## src/rtl/mdu_pkg.sv

```systemverilog
// Shared definitions for the multiply/divide unit.
//  - MDU operation encodings, as presented on the op port
//  - FSM state encoding for the top-level sequencer
//  - Divide latency constant (one quotient bit per cycle)
//  - Restoring-division step and magnitude helpers used by the divider
package mdu_pkg;

  localparam logic [2:0] MDU_MULT  = 3'b000;
  localparam logic [2:0] MDU_MULTU = 3'b001;
  localparam logic [2:0] MDU_DIV   = 3'b010;
  localparam logic [2:0] MDU_DIVU  = 3'b011;
  localparam logic [2:0] MDU_MTHI  = 3'b100;
  localparam logic [2:0] MDU_MTLO  = 3'b101;

  localparam int DIV_CYCLES = 32;

  typedef enum logic [1:0] {
    ST_IDLE = 2'b00,
    ST_MUL  = 2'b01,
    ST_DIV  = 2'b10
  } mdu_state_e;

  // Partial remainder / quotient pair carried from one divide step to the next.
  typedef struct packed {
    logic [31:0] rem;
    logic [31:0] quo;
  } div_pair_t;

  // One restoring-division step. The dividend is shifted out of quo (MSB first)
  // into rem while quotient bits are shifted in at the bottom of quo. Because
  // rem < dvs always holds, the shifted value fits in 33 bits and bit 32 of
  // the difference is a clean "went negative" flag.
  function automatic div_pair_t div_step(input logic [31:0] rem,
                                         input logic [31:0] quo,
                                         input logic [31:0] dvs);
    logic [32:0] shifted;
    logic [32:0] diff;
    div_pair_t   res;
    shifted = {rem, quo[31]};
    diff    = shifted - {1'b0, dvs};
    if (diff[32] == 1'b0) begin
      res.rem = diff[31:0];
      res.quo = {quo[30:0], 1'b1};
    end else begin
      res.rem = shifted[31:0];
      res.quo = {quo[30:0], 1'b0};
    end
    return res;
  endfunction

  // Magnitude of a 32-bit operand; 0x80000000 maps onto itself, which is the
  // correct unsigned magnitude.
  function automatic logic [31:0] abs32(input logic [31:0] v, input logic is_signed);
    logic [31:0] res;
    if (is_signed && v[31]) begin
      res = 32'd0 - v;
    end else begin
      res = v;
    end
    return res;
  endfunction

endpackage

```

## src/rtl/mul_div_unit_serial_divider.sv

```systemverilog
// serial_divider: restoring divider, one quotient bit per clock, working on
// operand magnitudes. Sign fix-up is left to the caller.
// Ports:
//  clk        in   clock, rising edge
//  reset      in   asynchronous active-high reset; abandons any division
//  start      in   load new operands (first step is taken on this edge)
//  dividend   in   32-bit dividend
//  divisor    in   32-bit divisor
//  is_signed  in   treat operands as two's complement (magnitudes are used)
//  quotient   out  magnitude quotient, valid when done
//  remainder  out  magnitude remainder, valid when done
//  done       out  all DIV_CYCLES steps have been taken since the last start
module serial_divider
  import mdu_pkg::*;
(
  input  logic        clk,
  input  logic        reset,
  input  logic        start,
  input  logic [31:0] dividend,
  input  logic [31:0] divisor,
  input  logic        is_signed,
  output logic [31:0] quotient,
  output logic [31:0] remainder,
  output logic        done
);

  localparam logic [5:0] STEP_LAST = 6'(DIV_CYCLES);

  logic [31:0] rem_r;
  logic [31:0] quo_r;
  logic [31:0] dvs_r;
  logic [5:0]  steps_r;
  logic        active_r;
  div_pair_t   first_s;
  div_pair_t   next_s;

  // First step is taken straight from the incoming operands so that the last
  // of the DIV_CYCLES steps lands one edge before the caller's result edge.
  always_comb begin
    first_s = div_step(32'd0, abs32(dividend, is_signed), abs32(divisor, is_signed));
  end

  // Subsequent steps operate on the registered partial results.
  always_comb begin
    next_s = div_step(rem_r, quo_r, dvs_r);
  end

  // Shift/subtract datapath and step counter.
  always_ff @(posedge clk or posedge reset) begin
    if (reset) begin
      rem_r    <= 32'd0;
      quo_r    <= 32'd0;
      dvs_r    <= 32'd0;
      steps_r  <= 6'd0;
      active_r <= 1'b0;
    end else if (start) begin
      rem_r    <= first_s.rem;
      quo_r    <= first_s.quo;
      dvs_r    <= abs32(divisor, is_signed);
      steps_r  <= 6'd1;
      active_r <= 1'b1;
    end else if (active_r && (steps_r != STEP_LAST)) begin
      rem_r    <= next_s.rem;
      quo_r    <= next_s.quo;
      steps_r  <= steps_r + 6'd1;
    end
  end

  assign quotient  = quo_r;
  assign remainder = rem_r;
  assign done      = active_r && (steps_r == STEP_LAST);

endmodule

```

## src/rtl/mul_div_unit.sv

```systemverilog
// mul_div_unit: multiply/divide unit with architectural HI/LO registers for
// the EX stage of the 5-stage MIPS core. Multi-cycle operations run beside
// the pipeline; busy lets the hazard unit stall MFHI/MFLO and new MDU ops.
// Ports:
//  clk    in   clock, rising edge
//  reset  in   asynchronous active-high reset
//  start  in   valid MDU instruction in EX, sampled on the rising edge
//  op     in   3-bit operation (MULT, MULTU, DIV, DIVU, MTHI, MTLO; 11x no-op)
//  a      in   rs operand (forwarded)
//  b      in   rt operand (forwarded)
//  busy   out  registered; a multi-cycle operation is in flight
//  hi     out  HI register
//  lo     out  LO register
module mul_div_unit
  import mdu_pkg::*;
#(
  parameter int MUL_CYCLES = 5
) (
  input  logic        clk,
  input  logic        reset,
  input  logic        start,
  input  logic [2:0]  op,
  input  logic [31:0] a,
  input  logic [31:0] b,
  output logic        busy,
  output logic [31:0] hi,
  output logic [31:0] lo
);

  localparam logic [4:0] MUL_LOAD = 5'(MUL_CYCLES - 1);
  localparam logic [4:0] DIV_LOAD = 5'(DIV_CYCLES - 1);

  mdu_state_e  state_r;
  mdu_state_e  state_nxt_s;
  logic [4:0]  cnt_r;
  logic [4:0]  cnt_nxt_s;
  logic [31:0] hi_r;
  logic [31:0] lo_r;
  logic [31:0] hi_nxt_s;
  logic [31:0] lo_nxt_s;
  logic        busy_r;
  logic        busy_nxt_s;

  // Instruction decode; new work is only accepted while idle.
  logic        idle_s;
  logic        start_mul_s;
  logic        start_div_s;
  logic        start_mthi_s;
  logic        start_mtlo_s;
  logic        div_signed_s;

  // Multiply operands, held as 33-bit values whose top bit is the sign
  // extension (zero for MULTU) so one product serves both signednesses.
  logic [32:0] mul_a_r;
  logic [32:0] mul_b_r;
  logic [63:0] mul_a_ext_s;
  logic [63:0] mul_b_ext_s;
  logic [63:0] mul_prod_s;

  // Divide context kept for the result edge.
  logic [31:0] div_a_r;
  logic        div_zero_r;
  logic        div_neg_q_r;
  logic        div_neg_r_r;
  logic [31:0] div_quo_s;
  logic [31:0] div_rem_s;
  logic        div_done_s;
  logic [31:0] div_quo_fix_s;
  logic [31:0] div_rem_fix_s;

  assign idle_s       = (state_r == ST_IDLE);
  assign start_mul_s  = start && idle_s && ((op == MDU_MULT) || (op == MDU_MULTU));
  assign start_div_s  = start && idle_s && ((op == MDU_DIV) || (op == MDU_DIVU));
  assign start_mthi_s = start && idle_s && (op == MDU_MTHI);
  assign start_mtlo_s = start && idle_s && (op == MDU_MTLO);
  assign div_signed_s = (op == MDU_DIV);

  serial_divider u_divider (
    .clk       (clk),
    .reset     (reset),
    .start     (start_div_s),
    .dividend  (a),
    .divisor   (b),
    .is_signed (div_signed_s),
    .quotient  (div_quo_s),
    .remainder (div_rem_s),
    .done      (div_done_s)
  );

  // Product of the latched operands; the low 64 bits of the sign-extended
  // product are correct for both signed and unsigned multiplication.
  always_comb begin
    mul_a_ext_s = {{31{mul_a_r[32]}}, mul_a_r};
    mul_b_ext_s = {{31{mul_b_r[32]}}, mul_b_r};
    mul_prod_s  = mul_a_ext_s * mul_b_ext_s;
  end

  // Divide result sign fix-up (truncating division); divide-by-zero bypasses it.
  always_comb begin
    if (div_zero_r) begin
      div_quo_fix_s = 32'hFFFF_FFFF;
      div_rem_fix_s = div_a_r;
    end else begin
      div_quo_fix_s = div_neg_q_r ? (32'd0 - div_quo_s) : div_quo_s;
      div_rem_fix_s = div_neg_r_r ? (32'd0 - div_rem_s) : div_rem_s;
    end
  end

  // FSM state register.
  always_ff @(posedge clk or posedge reset) begin
    if (reset) begin
      state_r <= ST_IDLE;
    end else begin
      state_r <= state_nxt_s;
    end
  end

  // FSM next-state logic.
  always_comb begin
    state_nxt_s = state_r;
    case (state_r)
      ST_IDLE: begin
        if (start_mul_s) begin
          state_nxt_s = ST_MUL;
        end else if (start_div_s) begin
          state_nxt_s = ST_DIV;
        end else begin
          state_nxt_s = ST_IDLE;
        end
      end
      ST_MUL: begin
        if (cnt_r == 5'd0) begin
          state_nxt_s = ST_IDLE;
        end else begin
          state_nxt_s = ST_MUL;
        end
      end
      ST_DIV: begin
        if ((cnt_r == 5'd0) && div_done_s) begin
          state_nxt_s = ST_IDLE;
        end else begin
          state_nxt_s = ST_DIV;
        end
      end
      default: begin
        state_nxt_s = ST_IDLE;
      end
    endcase
  end

  // FSM output logic: counter, HI/LO and busy next values.
  always_comb begin
    cnt_nxt_s = cnt_r;
    hi_nxt_s  = hi_r;
    lo_nxt_s  = lo_r;
    case (state_r)
      ST_IDLE: begin
        if (start_mul_s) begin
          cnt_nxt_s = MUL_LOAD;
        end else if (start_div_s) begin
          cnt_nxt_s = DIV_LOAD;
        end else if (start_mthi_s) begin
          hi_nxt_s = a;
        end else if (start_mtlo_s) begin
          lo_nxt_s = a;
        end else begin
          cnt_nxt_s = cnt_r;
        end
      end
      ST_MUL: begin
        if (cnt_r == 5'd0) begin
          hi_nxt_s = mul_prod_s[63:32];
          lo_nxt_s = mul_prod_s[31:0];
        end else begin
          cnt_nxt_s = cnt_r - 5'd1;
        end
      end
      ST_DIV: begin
        if (cnt_r != 5'd0) begin
          cnt_nxt_s = cnt_r - 5'd1;
        end else if (div_done_s) begin
          hi_nxt_s = div_rem_fix_s;
          lo_nxt_s = div_quo_fix_s;
        end else begin
          cnt_nxt_s = cnt_r;
        end
      end
      default: begin
        cnt_nxt_s = 5'd0;
      end
    endcase
    busy_nxt_s = (state_nxt_s != ST_IDLE);
  end

  // Architectural registers, counter, busy flag and operand latches.
  always_ff @(posedge clk or posedge reset) begin
    if (reset) begin
      cnt_r       <= 5'd0;
      hi_r        <= 32'd0;
      lo_r        <= 32'd0;
      busy_r      <= 1'b0;
      mul_a_r     <= 33'd0;
      mul_b_r     <= 33'd0;
      div_a_r     <= 32'd0;
      div_zero_r  <= 1'b0;
      div_neg_q_r <= 1'b0;
      div_neg_r_r <= 1'b0;
    end else begin
      cnt_r  <= cnt_nxt_s;
      hi_r   <= hi_nxt_s;
      lo_r   <= lo_nxt_s;
      busy_r <= busy_nxt_s;
      if (start_mul_s) begin
        mul_a_r <= {(op == MDU_MULT) && a[31], a};
        mul_b_r <= {(op == MDU_MULT) && b[31], b};
      end
      if (start_div_s) begin
        div_a_r     <= a;
        div_zero_r  <= (b == 32'd0);
        div_neg_q_r <= div_signed_s && (a[31] ^ b[31]);
        div_neg_r_r <= div_signed_s && a[31];
      end
    end
  end

  assign busy = busy_r;
  assign hi   = hi_r;
  assign lo   = lo_r;

endmodule

```

## config.mk

```make
export PLATFORM = sky130hd
export DESIGN_NAME = mul_div_unit
export DESIGN_NICKNAME = d
export VERILOG_FILES = /design/src/rtl/mdu_pkg.sv /design/src/rtl/mul_div_unit_serial_divider.sv /design/src/rtl/mul_div_unit.sv
export SDC_FILE = /design/constraint.sdc
export NUM_CORES = 2
export LEC_CHECK = 0
export CAP_MARGIN = 10
export CELL_PAD_IN_SITES_DETAIL_PLACEMENT = 1
export CELL_PAD_IN_SITES_GLOBAL_PLACEMENT = 2
export CORE_MARGIN = 8
export CORE_UTILIZATION = 41
export CTS_CLUSTER_DIAMETER = 50
export CTS_CLUSTER_SIZE = 25
export DETAILED_ROUTE_END_ITERATION = 8
export GPL_ROUTABILITY_DRIVEN = 0
export GPL_TIMING_DRIVEN = 1
export HOLD_SLACK_MARGIN = 0.06
export PLACE_DENSITY_LB_ADDON = 0.1
export REMOVE_ABC_BUFFERS = 1
export SYNTH_ARGS = -nofsm -noshare
export SYNTH_HDL_FRONTEND = slang
export SYNTH_SLANG_ARGS = --single-unit
```

## constraint.sdc

```tcl
create_clock -name clk -period 12.2 [get_ports clk]
set_clock_uncertainty 0.05 [all_clocks]
set_input_delay 1.22 -clock clk [delete_from_list [all_inputs] [get_ports clk]]
set_output_delay 1.22 -clock clk [all_outputs]
set_load 0.02 [all_outputs]
```

==> impl_results.md <==
* Status: complete, no violations
* Die Y-Extent at slightly below 400 µm
* Top-area cell type share of the netlist area at 0.406
* DP Wirelength at ~150 mm
* WHS at between 0.4 and 0.5 ns
* Critical R2R Launch: mul_b_r[3]
* Post-CTS Setup Inserts at 0
* Yosys Warn Count at 0
* Area of the multi-input gates at ~43,000 µm²
* Initial Util at 0.411
* Avg Cell Area, Syn at 8.79 µm²
* Highest Clock Rate at ~100 MHz
* Grt peak-use layer: met2
* Synth Area in Compound Gates at 0.0943
* Horiz. Die Dim at just under 400 µm
* CTS Hold Bufs at 0
* Fillers at roughly 16,000
* Tmin final at around 9.6 ns
* Vias/cell at about 5.4
* Total Nets Final at 7,681
* Final hold viol count at 0
* Leading area contributor after synthesis: fa_1
* Max stage delay cell, worst path: fa_1
* Reg2reg end: hi[21]
* Multiplexer share of the synthesized area at 0.00681
* Startpoint Class: flip-flop
* Max-cap violation count at 0
* Synthesized cell area at roughly 56,000 µm²
* Dpl cells at around 8,000
* 1st-iter DRT viols at approximately 2,600
* Largest family of logic cells by synthesized area: adder cells
* Post-Synthesis Cells at 6,320
* GR Layer Usage met3 at 0.0239
* Lkg Pwr at 29.1 nW
* Placed Area at around 59,000 µm²
* Wire length per cell at 23.8 µm
* Port bufs at between 100 and 150
* Post-synth EDFFs at 0
* Storage cell area at slightly below 7000 µm²
* Largest net degree at the start of global routing at just over 100
* WHS Endpoint: lo[17]
* Final core utilization at 0.444
* Root Buffer: clkbuf_16
* Critical path endpoint category: flip-flop
* First-pass GRT wire length at ~300 mm
* #FFs+latches synth at around 280
* Post-route cell area at approximately 60,000 µm²
* DP Worst Slack at about 2.7 ns
* Ys flop type: dfrtp_1
* Post-CTS Resized at 0
* Final critical-path share of the clock period at 0.785
* Req. time, crit path at approximately 13 ns
* Seq/Total Area, Yosys at 0.124
* Num rows at roughly 140
* H-tree depth reported by CTS at 2
* Top post-synthesis cells by area: fa_1 41%, dfrtp_1 12%, inv_1 8.1%, nand2_1 7.1%, and2_1 6.2%
* PwrDens at approximately 39 nW/µm²
* Min setup slack post-route at 2.62 ns
* Total Routing Usage GR at 0.263
* Worst VDD drop at approximately 85 µV
* Max Slew Vio Count at 0
* Fraction of layout instances using a drive strength above 1 at 0.0387
* Remaining Overflow, GRT at 0
* Worst rel slew slack at 0.218
* Hold_sp: lo[17]
* Cells along the critical path: buf_4 > nand2_1 > inv_1 > fa_1 > fa_1 > fa_1 > fa_1 > fa_1 > fa_1 > fa_1 > inv_1 > fa_1 > inv_1 > ha_1 > and4_1 > a221oi_1 > nand4_1 > a41oi_1 > o21ai_0 > a221oi_1 > xnor2_1 > a221oi_1 > nor3_1
* Simple-gate share of the synthesized area at 0.172
* Non-filler instance count after layout at 8,043
* I/O pin total at ~140
* CORE AREA at between 100,000 and 150,000 µm²
* WS Path Type: flip-flop to flip-flop
* Post-Synth XOR/XNOR Area at 0.0319
* Post-synth top cells: 1,194 x inv_1, 1,126 x fa_1, 1,045 x nand2_1, 547 x and2_1, 356 x clkbuf_1
* Layout overhead on the synthesized area at 7.89%
* Met1 Usage GRT at 0.374
* Synth cell types at just over 80
* Hold Path Class: flip-flop to flip-flop
* RSZ-0062 raised after global routing: false
* Worst endpoint data arrival time at ~10 ns
* Setup total negative slack at 0 ns
* DRC Markers at 0
* Total power at about 2.3 mW
* Global Route met2 Usage at 0.438
* Clk_lat worst skew at about 0.6 ns
* Die area at around 150,000 µm²
* Initial antenna violation count at 11
* Routed vias at around 43,000
* Tightest Pin Transition at 1.17 ns
* Drt pass-1 iters at 5
* Post-Synth Adder-Cell Area at 0.464
* CP max stage delay at 0.98 ns
* Num CTS Buffers at 39
* Async SR Flop Fraction at 1.00
* ANT nets after route at 0
* Final wirelength at 191 mm
* Critical path's most frequent cell: fa_1
* CTS Buffer Depth at 3
* Sink Count at ~280
* # setup viols final at 0
* Worst R2R Setup Slack at 2.62 ns
* Count leader, synth: inv_1
* Worst hold stages at 1
* CTS tree: yes
* R2R cell count at 23
* Vias in the first global route at around 48,000
* Maximum fanout along the worst path at 19
* CTS clk-pin slew, worst paths at roughly 0.070 ns
area by class of cell:
class	instances	area share
diodes	7	0.000292
multi-input cells	4477	0.714
inverters	1194	0.0749
flip-flops and latches	276	0.115
well taps	1781	0.0372
clock inverters	28	0.00581
clock buffers	42	0.0168
repair buffers	238	0.0354
cells in the final DEF, fill, tap and decap left out, drive strengths merged, types with 14 or more instances in the layout:
cell type,instances
a21o,48
nand3,37
nor3,52
o31ai,45
xor2,73
buf,104
a21oi,188
and3,15
nor4,18
ha,259
nand2b,28
fa,1126
o21a,20
o21bai,23
clkdlybuf4s50,134
mux2i,22
o211ai,16
dfrtp,276
a211oi,26
inv,1205
a221oi,23
nor2,172
and2,547
o41ai,16
xnor2,129
nand2,1046
o21ai,322
mux2,14
a32oi,17
or4,14
clkbuf,42
a31oi,31
nand4,23
or3,24
how the worst max path moves through the flow:
stage	from	end	slack (ns)
after floorplan	reset	busy	3.32
after global placement	mul_a_r[27]	hi[21]	2.76
after detailed placement	mul_b_r[3]	hi[21]	2.69
after CTS	mul_b_r[3]	hi[21]	2.67
after global routing	mul_a_r[27]	hi[25]	2.16
final	mul_b_r[3]	hi[21]	2.62
critical path: cells and delay by family (launching register included):
kind,cells,cell delay [ns]
AO/OA/AOI/OAI,5,2.19
XOR/XNOR,1,0.18
adder cells (fa/ha/maj),9,4.91
buffers and inverters,4,0.60
flip-flops,1,0.80
AND/OR/NAND/NOR,4,0.73
cell families (layout without fill, tap and decap cells):
logic type,count (synthesis),count (layout)
fa+ha+maj,1385,1385
other cells,0,7
buf+inv,1567,1502
mux,36,36
compound gates,841,841
simple gates,2013,2013
flops,276,276
xor+xnor,202,202
registers in the layout, summed over array words and instances (netlist names):
register and count:
u_divider.quotient 32, u_divider.remainder 32, u_divider.dvs_r 32, div_a_r 32, u_divider.active_r 1, u_divider.steps_r 6, div_neg_q_r 1, state_r 2
cnt_r 5, div_neg_r_r 1, busy 1, div_zero_r 1, hi 32, lo 32, mul_b_r 33, mul_a_r 33
routing by layer:
metal / wire, µm / share of wire
met5: 0 / 0
met4: 5050 / 0.026
met3: 7540 / 0.039
met2: 91100 / 0.48
met1: 87700 / 0.46
power breakdown:
group / internal, mW / switching [mW] / leakage (nW) / total [mW]
clock: 0.722 / 0.530 / 0.668 / 1.25
combinational: 0.0485 / 0.0970 / 24.9 / 0.145
sequential: 0.921 / 0.00729 / 3.53 / 0.929
total: 1.69 / 0.635 / 29.1 / 2.33
(Power assumes the default switching activity.)
